<file path="config.mk">
export PLATFORM = sky130hd
export DESIGN_NAME = i2s_rx
export DESIGN_NICKNAME = d
export VERILOG_FILES = /design/src/rtl/i2s_rx.sv
export SDC_FILE = /design/constraint.sdc
export NUM_CORES = 1
export LEC_CHECK = 0
export ABC_AREA = 1
export CAP_MARGIN = 30
export CORE_MARGIN = 2
export CORE_UTILIZATION = 60
export CTS_CLUSTER_SIZE = 14
export DETAILED_ROUTE_END_ITERATION = 10
export DONT_BUFFER_PORTS = 1
export PLACE_DENSITY = 0.84
export SYNTH_ARGS = -nofsm -noshare
export SYNTH_HDL_FRONTEND = slang
export SYNTH_SLANG_ARGS = --single-unit
</file>
<file path="constraint.sdc">
create_clock -name clk -period 3.1 [get_ports clk]
set_input_delay 0.31 -clock clk [delete_from_list [all_inputs] [get_ports clk]]
set_output_delay 0.31 -clock clk [all_outputs]
set_load 0.05 [all_outputs]
</file>
<file path="src/rtl/i2s_rx.sv">
// ---------------------------------------------------------------------------
// i2s_rx
//
// I2S receiver: turns an external BCLK/LRCLK/SDATA stream (DATA_W-bit words
// carried MSB-first in each channel slot) into parallel two's-complement
// samples in the clk domain. One left/right pair per frame is presented on
// sample_left / sample_right, with a mono mix on audio_out and a one-cycle
// sample_valid strobe.
//
// Parameters
//   DATA_W    sample width in bits
//   MONO_SEL  audio_out source: 0 = left, 1 = right, 2 = floor((L+R)/2)
//   TIMEOUT   clk cycles without a BCLK rising edge before lock is dropped
//
// Ports
//   clk           system clock (must be at least 4x BCLK)
//   rst_n         asynchronous active-low reset
//   i2s_bclk      serial bit clock, asynchronous to clk
//   i2s_lrclk     word select, 0 = left, 1 = right
//   i2s_sdata     serial data, sampled on BCLK rising edges
//   sample_left   last complete left word
//   sample_right  last complete right word
//   audio_out     mono sample selected by MONO_SEL
//   sample_valid  one-cycle pulse when the three sample outputs update
//   locked        high while the receiver is in RUN
//   frame_err     one-cycle pulse when a slot closes with fewer than DATA_W bits
//   fsm_state     debug view of the receiver state (0 = SEARCH, 1 = RUN)
//
// Handshake: sample_valid is a pure strobe with no back-pressure; the sample
// outputs are stable from one sample_valid pulse until the next one.
// ---------------------------------------------------------------------------
module i2s_rx #(
  parameter int DATA_W   = 24,
  parameter int MONO_SEL = 0,
  parameter int TIMEOUT  = 1024
) (
  input  logic              clk,
  input  logic              rst_n,
  input  logic              i2s_bclk,
  input  logic              i2s_lrclk,
  input  logic              i2s_sdata,
  output logic [DATA_W-1:0] sample_left,
  output logic [DATA_W-1:0] sample_right,
  output logic [DATA_W-1:0] audio_out,
  output logic              sample_valid,
  output logic              locked,
  output logic              frame_err,
  output logic              fsm_state
);

  localparam int CNT_W  = $clog2(DATA_W + 1);
  localparam int IDLE_W = $clog2(TIMEOUT + 1);
  localparam logic [CNT_W-1:0]  FULL_CNT = CNT_W'(DATA_W);
  localparam logic [IDLE_W-1:0] IDLE_MAX = IDLE_W'(TIMEOUT);

  typedef enum logic {
    SEARCH = 1'b0,
    RUN    = 1'b1
  } state_t;

  // -------------------------------------------------------------------------
  // Input synchronisers. All three pins use the same depth so that a data or
  // word-select change made on the BCLK falling edge stays aligned with the
  // BCLK edges once inside the clk domain.
  // -------------------------------------------------------------------------
  logic bclk_s1, bclk_s2, bclk_d;
  logic lr_s1, lr_s2;
  logic sdata_s1, sdata_s2;

  always_ff @(posedge clk or negedge rst_n) begin
    if (!rst_n) begin
      bclk_s1  <= 1'b0;
      bclk_s2  <= 1'b0;
      bclk_d   <= 1'b0;
      lr_s1    <= 1'b0;
      lr_s2    <= 1'b0;
      sdata_s1 <= 1'b0;
      sdata_s2 <= 1'b0;
    end else begin
      bclk_s1  <= i2s_bclk;
      bclk_s2  <= bclk_s1;
      bclk_d   <= bclk_s2;
      lr_s1    <= i2s_lrclk;
      lr_s2    <= lr_s1;
      sdata_s1 <= i2s_sdata;
      sdata_s2 <= sdata_s1;
    end
  end

  // -------------------------------------------------------------------------
  // Receiver state
  // -------------------------------------------------------------------------
  state_t              state;
  logic                lr_prev;
  logic [CNT_W-1:0]    bit_cnt;
  logic [DATA_W-1:0]   shreg;
  logic [DATA_W-1:0]   left_hold;
  logic [IDLE_W-1:0]   idle_cnt;

  logic                rise;
  logic                is_switch;
  logic                short_word;
  logic [CNT_W-1:0]    shamt;
  logic [DATA_W-1:0]   word;
  logic [DATA_W:0]     sum;
  logic [DATA_W-1:0]   avg_word;
  logic [DATA_W-1:0]   mono_word;

  assign rise      = bclk_s2 & ~bclk_d;
  // The switch edge is the I2S one-bit delay slot: it closes the previous
  // word and its data bit is thrown away.
  assign is_switch = rise & (lr_s2 != lr_prev);
  assign fsm_state = state;

  always_comb begin
    // A short slot leaves its bits at the bottom of shreg; shifting by the
    // missing bit count left-justifies the word and zero-fills the tail.
    shamt      = FULL_CNT - bit_cnt;
    word       = shreg << shamt;
    short_word = (bit_cnt != FULL_CNT);
    // Sign-extend by one bit so the sum cannot overflow; dropping the LSB of
    // the sum is an arithmetic shift right, i.e. floor((L+R)/2).
    sum        = {left_hold[DATA_W-1], left_hold} + {word[DATA_W-1], word};
    avg_word   = sum[DATA_W:1];
  end

  always_comb begin
    mono_word = left_hold;
    if (MONO_SEL == 1) begin
      mono_word = word;
    end else if (MONO_SEL == 2) begin
      mono_word = avg_word;
    end
  end

  // -------------------------------------------------------------------------
  // Capture / framing state machine with registered outputs.
  // -------------------------------------------------------------------------
  always_ff @(posedge clk or negedge rst_n) begin
    if (!rst_n) begin
      state        <= SEARCH;
      lr_prev      <= 1'b0;
      bit_cnt      <= '0;
      shreg        <= '0;
      left_hold    <= '0;
      idle_cnt     <= '0;
      sample_left  <= '0;
      sample_right <= '0;
      audio_out    <= '0;
      sample_valid <= 1'b0;
      locked       <= 1'b0;
      frame_err    <= 1'b0;
    end else begin
      sample_valid <= 1'b0;
      frame_err    <= 1'b0;

      // Idle counter saturates so that a long stall in SEARCH stays harmless.
      if (rise) begin
        idle_cnt <= '0;
      end else if (idle_cnt != IDLE_MAX) begin
        idle_cnt <= idle_cnt + 1'b1;
      end

      if (rise) begin
        lr_prev <= lr_s2;
      end

      if ((state == RUN) && (idle_cnt == IDLE_MAX)) begin
        // BCLK has gone away: drop any half-built frame, keep the last
        // published samples on the outputs.
        state     <= SEARCH;
        locked    <= 1'b0;
        bit_cnt   <= '0;
        shreg     <= '0;
        left_hold <= '0;
      end else if (rise) begin
        if (is_switch) begin
          bit_cnt <= '0;
          if (state == SEARCH) begin
            // Only a right-to-left switch marks a frame boundary; the word
            // after it is the first left word.
            if (!lr_s2) begin
              state  <= RUN;
              locked <= 1'b1;
            end
          end else begin
            frame_err <= short_word;
            if (lr_s2) begin
              left_hold <= word;
            end else begin
              sample_left  <= left_hold;
              sample_right <= word;
              audio_out    <= mono_word;
              sample_valid <= 1'b1;
            end
          end
        end else if (bit_cnt != FULL_CNT) begin
          // Bits past DATA_W are slot padding and are ignored.
          shreg   <= {shreg[DATA_W-2:0], sdata_s2};
          bit_cnt <= bit_cnt + 1'b1;
        end
      end
    end
  end

endmodule

</file>
==> metrics.txt, run 1 <==
outcome finished clean; Final TNS setup 0 ns; Final Cell Area 6860 um2; first-pass GRT wire length 24.2 mm; vias per inst 5.77; FILL cells 815; worst hold path class reg -> reg; area of the core 10,300 um2; slowest CP cell dfrtp_1; Top Metal Used met4; Hold Fails Final Rpt 0; PD cells 768 nW/um2; R2R cell count 11; Reg area 3100 um2; ANT nets after route 0; vias in the first global route 5,104; max cap viols 0; largest net degree at the start of global routing 125; DRT Pass-1 Iters 5; DIE AREA 11,500 um2; top cells by area, synth dfrtp_1 48%, nand2_1 15%, nand3_1 10%; Top FF cell, synth dfrtp_1; period utilisation layout 71.4%; CTS H-tree lvls 4; post-CTS setup buffer count 0; All-Layer GR Usage 26.5%; M1 wire length 6.28 mm; met2 wire len 6.80 mm; WHS 0.344 ns; Hold Startpoint sdata_s1; total gr overflow 0; worst endpoint required time 3.56 ns; Multi-input gate area 2580 um2; FP Rows 37; Max FO, Critical Path 14; die height 107 um; Num CTS Buffers 17; Hold-fix buffers, CTS 5; hold path cells 0; CTS Buffer Depth 2; met3 wire len 774 um; routed via count 5,239; Total Nets Final 768; share of post-route cells with drive strength above 1 9.33%; area grow syn2layout 7.09%; number of cells on the critical path 11; wire per inst 15.6 um; DP Cell Count 871; ys async rst share 100%; syn_nets 799; Post-synth top cells 261 x nand2_1, 131 x nand3_1, 124 x dfrtp_1; CTS resizes 0; Yosys top cell by area dfrtp_1; Die Wd 107 um; Clock Skew 0.00860 ns; diode count 0; final wirelength 14.2 mm; Mapped Avg Cell Area 8.11 um2; count leader, synth nand2_1; Worst Path Arrival 2.67 ns; I/O Buffers 0; CTS Root Cell clkbuf_8; Post-Synthesis Cells 790; Starting Density 62.1%; Max Freq 452 MHz; CP Capture Type flip-flop; Setup CP Type reg -> reg; Worst-path clk slew 0.06 ns; YS warnings 0; CP Cell Sequence inv_1 > ha_1 > clkinv_1 > buf_4 > nand3_1 > nand2_1 > nand2_1 > nand2_1 > o21ai_1 > nand3_1 > nand2_1; Synth Register Bits 124; non-filler instance count after layout 908; Slew Viols, Final 0; minimum clock period 2.21 ns; Slew HR 38.3%; number of DRC markers in iteration 0 500; Post-Syn Area 6410 um2; number of library cell types mapped by synthesis 35; clock latency on the worst-skew pair 0.52 ns; Worst Path Buf+Inv 3; gpl congestion 0.911; initial antenna violation count 0; leak pwr 0.00338 uW; CTS tree done; Worst-Margin Slew 0.925 ns; IO Pins 81; Area after DPL 6170 um2; CP Launch Point bit_cnt[1]; DRC Markers 0; CP startpoint kind flip-flop; Crit path top cell by count nand2_1; delay-heaviest family, CP buffers and inverters; register area share after synthesis 48.4%; hpwl dp 9.38 mm; clock sinks 124; number of flops mapped to enable cells by yosys 0; Synth top area share 48.4%; unrepaired setup endpoints after global routing false; final setup vio count 0; Worst VDD drop 0.346 mV; biggest cell delay along the critical path 0.37 ns; worst r2r src bit_cnt[1]
==> kinds of logic after synthesis <==
family	Yosys count	synth area share [%]
adders and majority gates	4	0.781
buffers and inverters	132	11.4
xor gates and xnor gates	6	1.23
AOI/OAI and AO/OA	86	7.44
and+or+nand+nor	438	30.7
DFF	124	48.4
==> layout by cell type, fill, tap and decap left out, types with 2 or more instances in the layout <==
cell / count
a21oi_1: 10
nor2_8: 2
nand2_1: 260
nor2_1: 12
buf_4: 8
nand3_1: 131
o21ai_1: 20
nand2_4: 2
dlygate4sd3_1: 4
bufinv_16: 4
inv_2: 9
a31oi_1: 2
nor2_2: 2
clkinvlp_4: 3
clkbuf_1: 2
nor3_2: 3
nand2_2: 7
dfrtp_1: 124
o211ai_1: 2
ha_1: 4
xor2_1: 4
nor3_1: 6
nand3_4: 2
nand4_1: 8
clkinv_4: 3
o21ai_0: 23
clkbuf_16: 16
inv_1: 58
clkbuf_8: 2
o22ai_1: 28
inv_6: 2
==> stage by stage <==
stage / setup slack, ns / total power [uW] / utilization [%]
after floorplan: 0.992 / 3000 / -
final: 0.886 / 5270 / 66.5
after CTS: 0.901 / 5280 / 66.5
after global routing: 0.666 / 5530 / 66.5
after detailed placement: 0.948 / 3160 / 59.8
after global placement: 1.01 / 3130 / 59.8
==> state kept, by name, summed over array words and instances, names as in the netlist <==
name,flops
lr_prev,1
sample_right,24
sdata_s1,1
shreg,24
bclk_s2,1
sdata_s2,1
bit_cnt,5
bclk_s1,1
left_hold,24
idle_cnt,11
frame_err,1
lr_s2,1
sample_valid,1
locked,1
audio_out,24
fsm_state,1
lr_s1,1
bclk_d,1
==> power breakdown <==
group / switching (uW) / leakage [uW] / internal [uW] / total [uW]
registers: 385 / 0.00169 / 1760 / 2140
clock network: 738 / 0.000292 / 1340 / 2070
logic: 740 / 0.00140 / 313 / 1050
total: 1860 / 0.00338 / 3400 / 5270
==> cell type report <==
cell class | count | area share [%]
clock inverter | 12 | 2.72
timing repair buffer | 13 | 1.86
inverter | 69 | 3.81
multi-input combinational | 534 | 37.6
sequential | 124 | 45.2
tap | 136 | 2.48
clock buffer | 20 | 6.35
==> final timing paths <==
| kind | endpoint | slack, ns |
|---|---|---|
| max | left_hold[14] | 0.89 |
| min | sdata_s2 | 0.34 |
| max reg2reg | left_hold[14] | 0.89 |
| min reg2reg | sdata_s2 | 0.34 |
| max in group asynchronous | shreg[16] | 2.24 |
| min in group asynchronous | audio_out[1] | 0.42 |
==> layer usage <==
layer | track usage, % | vias up
met1 | 35.5 | 2520
met2 | 42.5 | 189
met3 | 6.11 | 33
met5 | 0 | -
met4 | 9.43 | 0
li1 | - | 2497
Note: power is estimated with default switching activity, not from simulation.
==> run 2: changes to the inputs <==
- clock period: 3.1 -> 2.2 ns (I/O delays scaled with it)
==> run 2 against run 1 <==
  * The run now ends with negative hold slack left
  * Die area unchanged
  * Maximum frequency up 8.9%
  * Core utilization up 0.59 points
  * Critical endpoint is now sample_right[5]
==> metrics.txt, run 2 (synthesized netlist as in run 1, its figures left out) <==
Slew Viols, Final 0 (unchanged); ANT nets after route 0 (unchanged); commonest cells after routing, fill and taps aside 260 x nand2_1, 131 x nand3_1, 124 x dfrtp_1 (unchanged); max cap viols 0 (unchanged); DRC Markers 0 (unchanged); largest net degree at the start of global routing 125 (unchanged); Area after DPL 6380 um2 (was 6170 um2); CTS H-tree lvls 4 (unchanged); area grow syn2layout 8.05% (was 7.09%); IO Pins 81 (unchanged); die height 107 um (unchanged); number of DRC markers in iteration 0 411 (was 500); Max Freq 492 MHz (was 452 MHz); diode count 0 (unchanged); worst endpoint required time 2.63 ns (was 3.56 ns); total gr overflow 0 (unchanged); Slew HR 65.0% (was 38.3%); routed via count 5,259 (was 5,239); Worst-path clk slew 0.06 ns (about the same); Reg area 3100 um2 (unchanged); minimum clock period 2.03 ns (was 2.21 ns); Multi-input gate area 2580 um2 (unchanged); CP Cell Sequence inv_1 > ha_1 > nand2_1 > nor3_2 > nand3_4 > nand2_2 > buf_12 > nand2_1 > o21ai_1 (was inv_1 > ha_1 > clkinv_1 > buf_4 > nand3_1 > nand2_1 > nand2_1 > nand2_1 > o21ai_1 > nand3_1 > nand2_1); Setup CP Type reg -> reg (unchanged); FILL cells 798 (was 815); DRT Pass-1 Iters 5 (unchanged); Starting Density 62.1% (unchanged); non-filler instance count after layout 929 (was 908); unrepaired setup endpoints after global routing false (unchanged); Final Cell Area 6920 um2 (was 6860 um2); failing checks negative hold slack; Crit path top cell by count nand2_1 (unchanged); vias per inst 5.66 (was 5.77); clock sinks 124 (unchanged); CP startpoint kind flip-flop (unchanged); initial antenna violation count 0 (unchanged); final wirelength 14.2 mm (about the same); vias in the first global route 4,984 (was 5,104); hpwl dp 9.63 mm (was 9.38 mm); CTS Root Cell clkbuf_8 (unchanged); Hold-fix buffers, CTS 3 (was 5); Overall Power 6950 uW (was 5270 uW); wire per inst 15.3 um (was 15.6 um); final setup vio count 0 (unchanged); outcome finished, violations left (was finished clean); Worst-Margin Slew 0.524 ns (was 0.925 ns); fin util 67.0% (was 66.5%); FP Rows 37 (unchanged); area of the core 10,300 um2 (unchanged); first-pass GRT wire length 23.6 mm (was 24.2 mm); Max FO, Critical Path 63 (was 14); DIE AREA 11,500 um2 (unchanged); I/O Buffers 0 (unchanged); slowest CP cell dfrtp_1 (unchanged); delay-heaviest family, CP simple AND/OR/NAND/NOR gates (was buffers and inverters); Total Nets Final 792 (was 768); gpl congestion 0.947 (was 0.911); CP Capture Type flip-flop (unchanged); CTS tree done (unchanged); biggest cell delay along the critical path 0.44 ns (was 0.37 ns); Worst Path Arrival 2.47 ns (was 2.67 ns); leak pwr 0.00347 uW (was 0.00338 uW); DP Cell Count 897 (was 871); Worst VDD drop 0.605 mV (was 0.346 mV); All-Layer GR Usage 26.0% (was 26.5%); CTS Buffer Depth 2 (unchanged); Final TNS setup 0 ns (unchanged); clock latency on the worst-skew pair 0.52 ns (about the same); Clock Skew 0.00601 ns (was 0.00860 ns); share of post-route cells with drive strength above 1 11.9% (was 9.33%); WHS -0.612 ns (was 0.344 ns); worst hold path class in -> async (was reg -> reg); period utilisation layout 92.4% (was 71.4%); Worst Path Buf+Inv 2 (was 3); Num CTS Buffers 17 (unchanged); commonest non-fill, non-tap cell in the layout nand2_1 (unchanged); Die Wd 107 um (unchanged); PD cells 1000 nW/um2 (was 768 nW/um2); Hold Fails Final Rpt 124 (was 0)
-- run 2: cell types whose count changed in the layout (fill, tap and decap cells not counted), sizes merged --
cell and delta:
buf +25, bufinv -3, clkinv +3, inv -2, clkinvlp -1, dlygate4sd3 -1
-- run 2: path summary, 6_finish.rpt --
| path | startpoint | to | slack (ns) | depth (start not counted) |
|---|---|---|---|---|
| max | idle_cnt[0] | sample_right[5] | 0.17 | 9 |
| min | rst_n | audio_out[1] | -0.61 | 0 |
| max reg2reg | idle_cnt[0] | sample_right[5] | 0.17 | 9 |
| min reg2reg | sdata_s1 | sdata_s2 | 0.35 | 0 |
| max in group asynchronous | rst_n | shreg[16] | 2.66 | 0 |
| min in group clk | i2s_lrclk | lr_s1 | 0.25 | 1 |
-- run 2: metrics by stage --
step | setup slack [ns] | hold slack [ns]
floorplan | 0.0917 | -0.0756
global placement | 0.196 | -0.0714
detailed placement | 0.160 | -0.0723
CTS | 0.103 | -0.630
global route | 0.0202 | -0.628
finish | 0.166 | -0.612
-- run 2: worst reg2reg max path: stages (launching register included) --
cell	delay, ns
dfrtp_1	0.44
inv_1	0.09
ha_1	0.16
nand2_1	0.06
nor3_2	0.26
nand3_4	0.21
nand2_2	0.22
buf_12	0.29
nand2_1	0.11
o21ai_1	0.11
-- run 2: area by class of cell --
| class | instances | area share [%] |
|---|---|---|
| sequential | 124 | 44.8 |
| multi-input combinational | 534 | 37.2 |
| clock buffer | 20 | 6.29 |
| timing repair buffer | 37 | 4.30 |
| inverter | 69 | 3.81 |
| tap | 136 | 2.46 |
| clock inverter | 9 | 1.08 |
-- run 2: power by group --
group | internal, uW | switching [uW] | total (uW)
sequential | 2480 | 304 | 2780
clock | 1490 | 944 | 2430
combinational | 484 | 1250 | 1730
-- run 2: metal layers --
metal	GRT usage, %	up-vias	routed length, um
met1	35.2	2504	6320
met3	5.39	28	783
met2	41.3	182	6820
met5	0	-	0
met4	10.1	0	256
li1	-	2545	-
-- run 2: what timing repair did --
| item | in CTS | in global routing |
|---|---|---|
| hold endpoints to repair | 127 | 124 |
| endpoints found under the setup margin | 0 | 4 |
| gates resized for setup | 0 | 2 |
| buffers inserted | 0 | 0 |
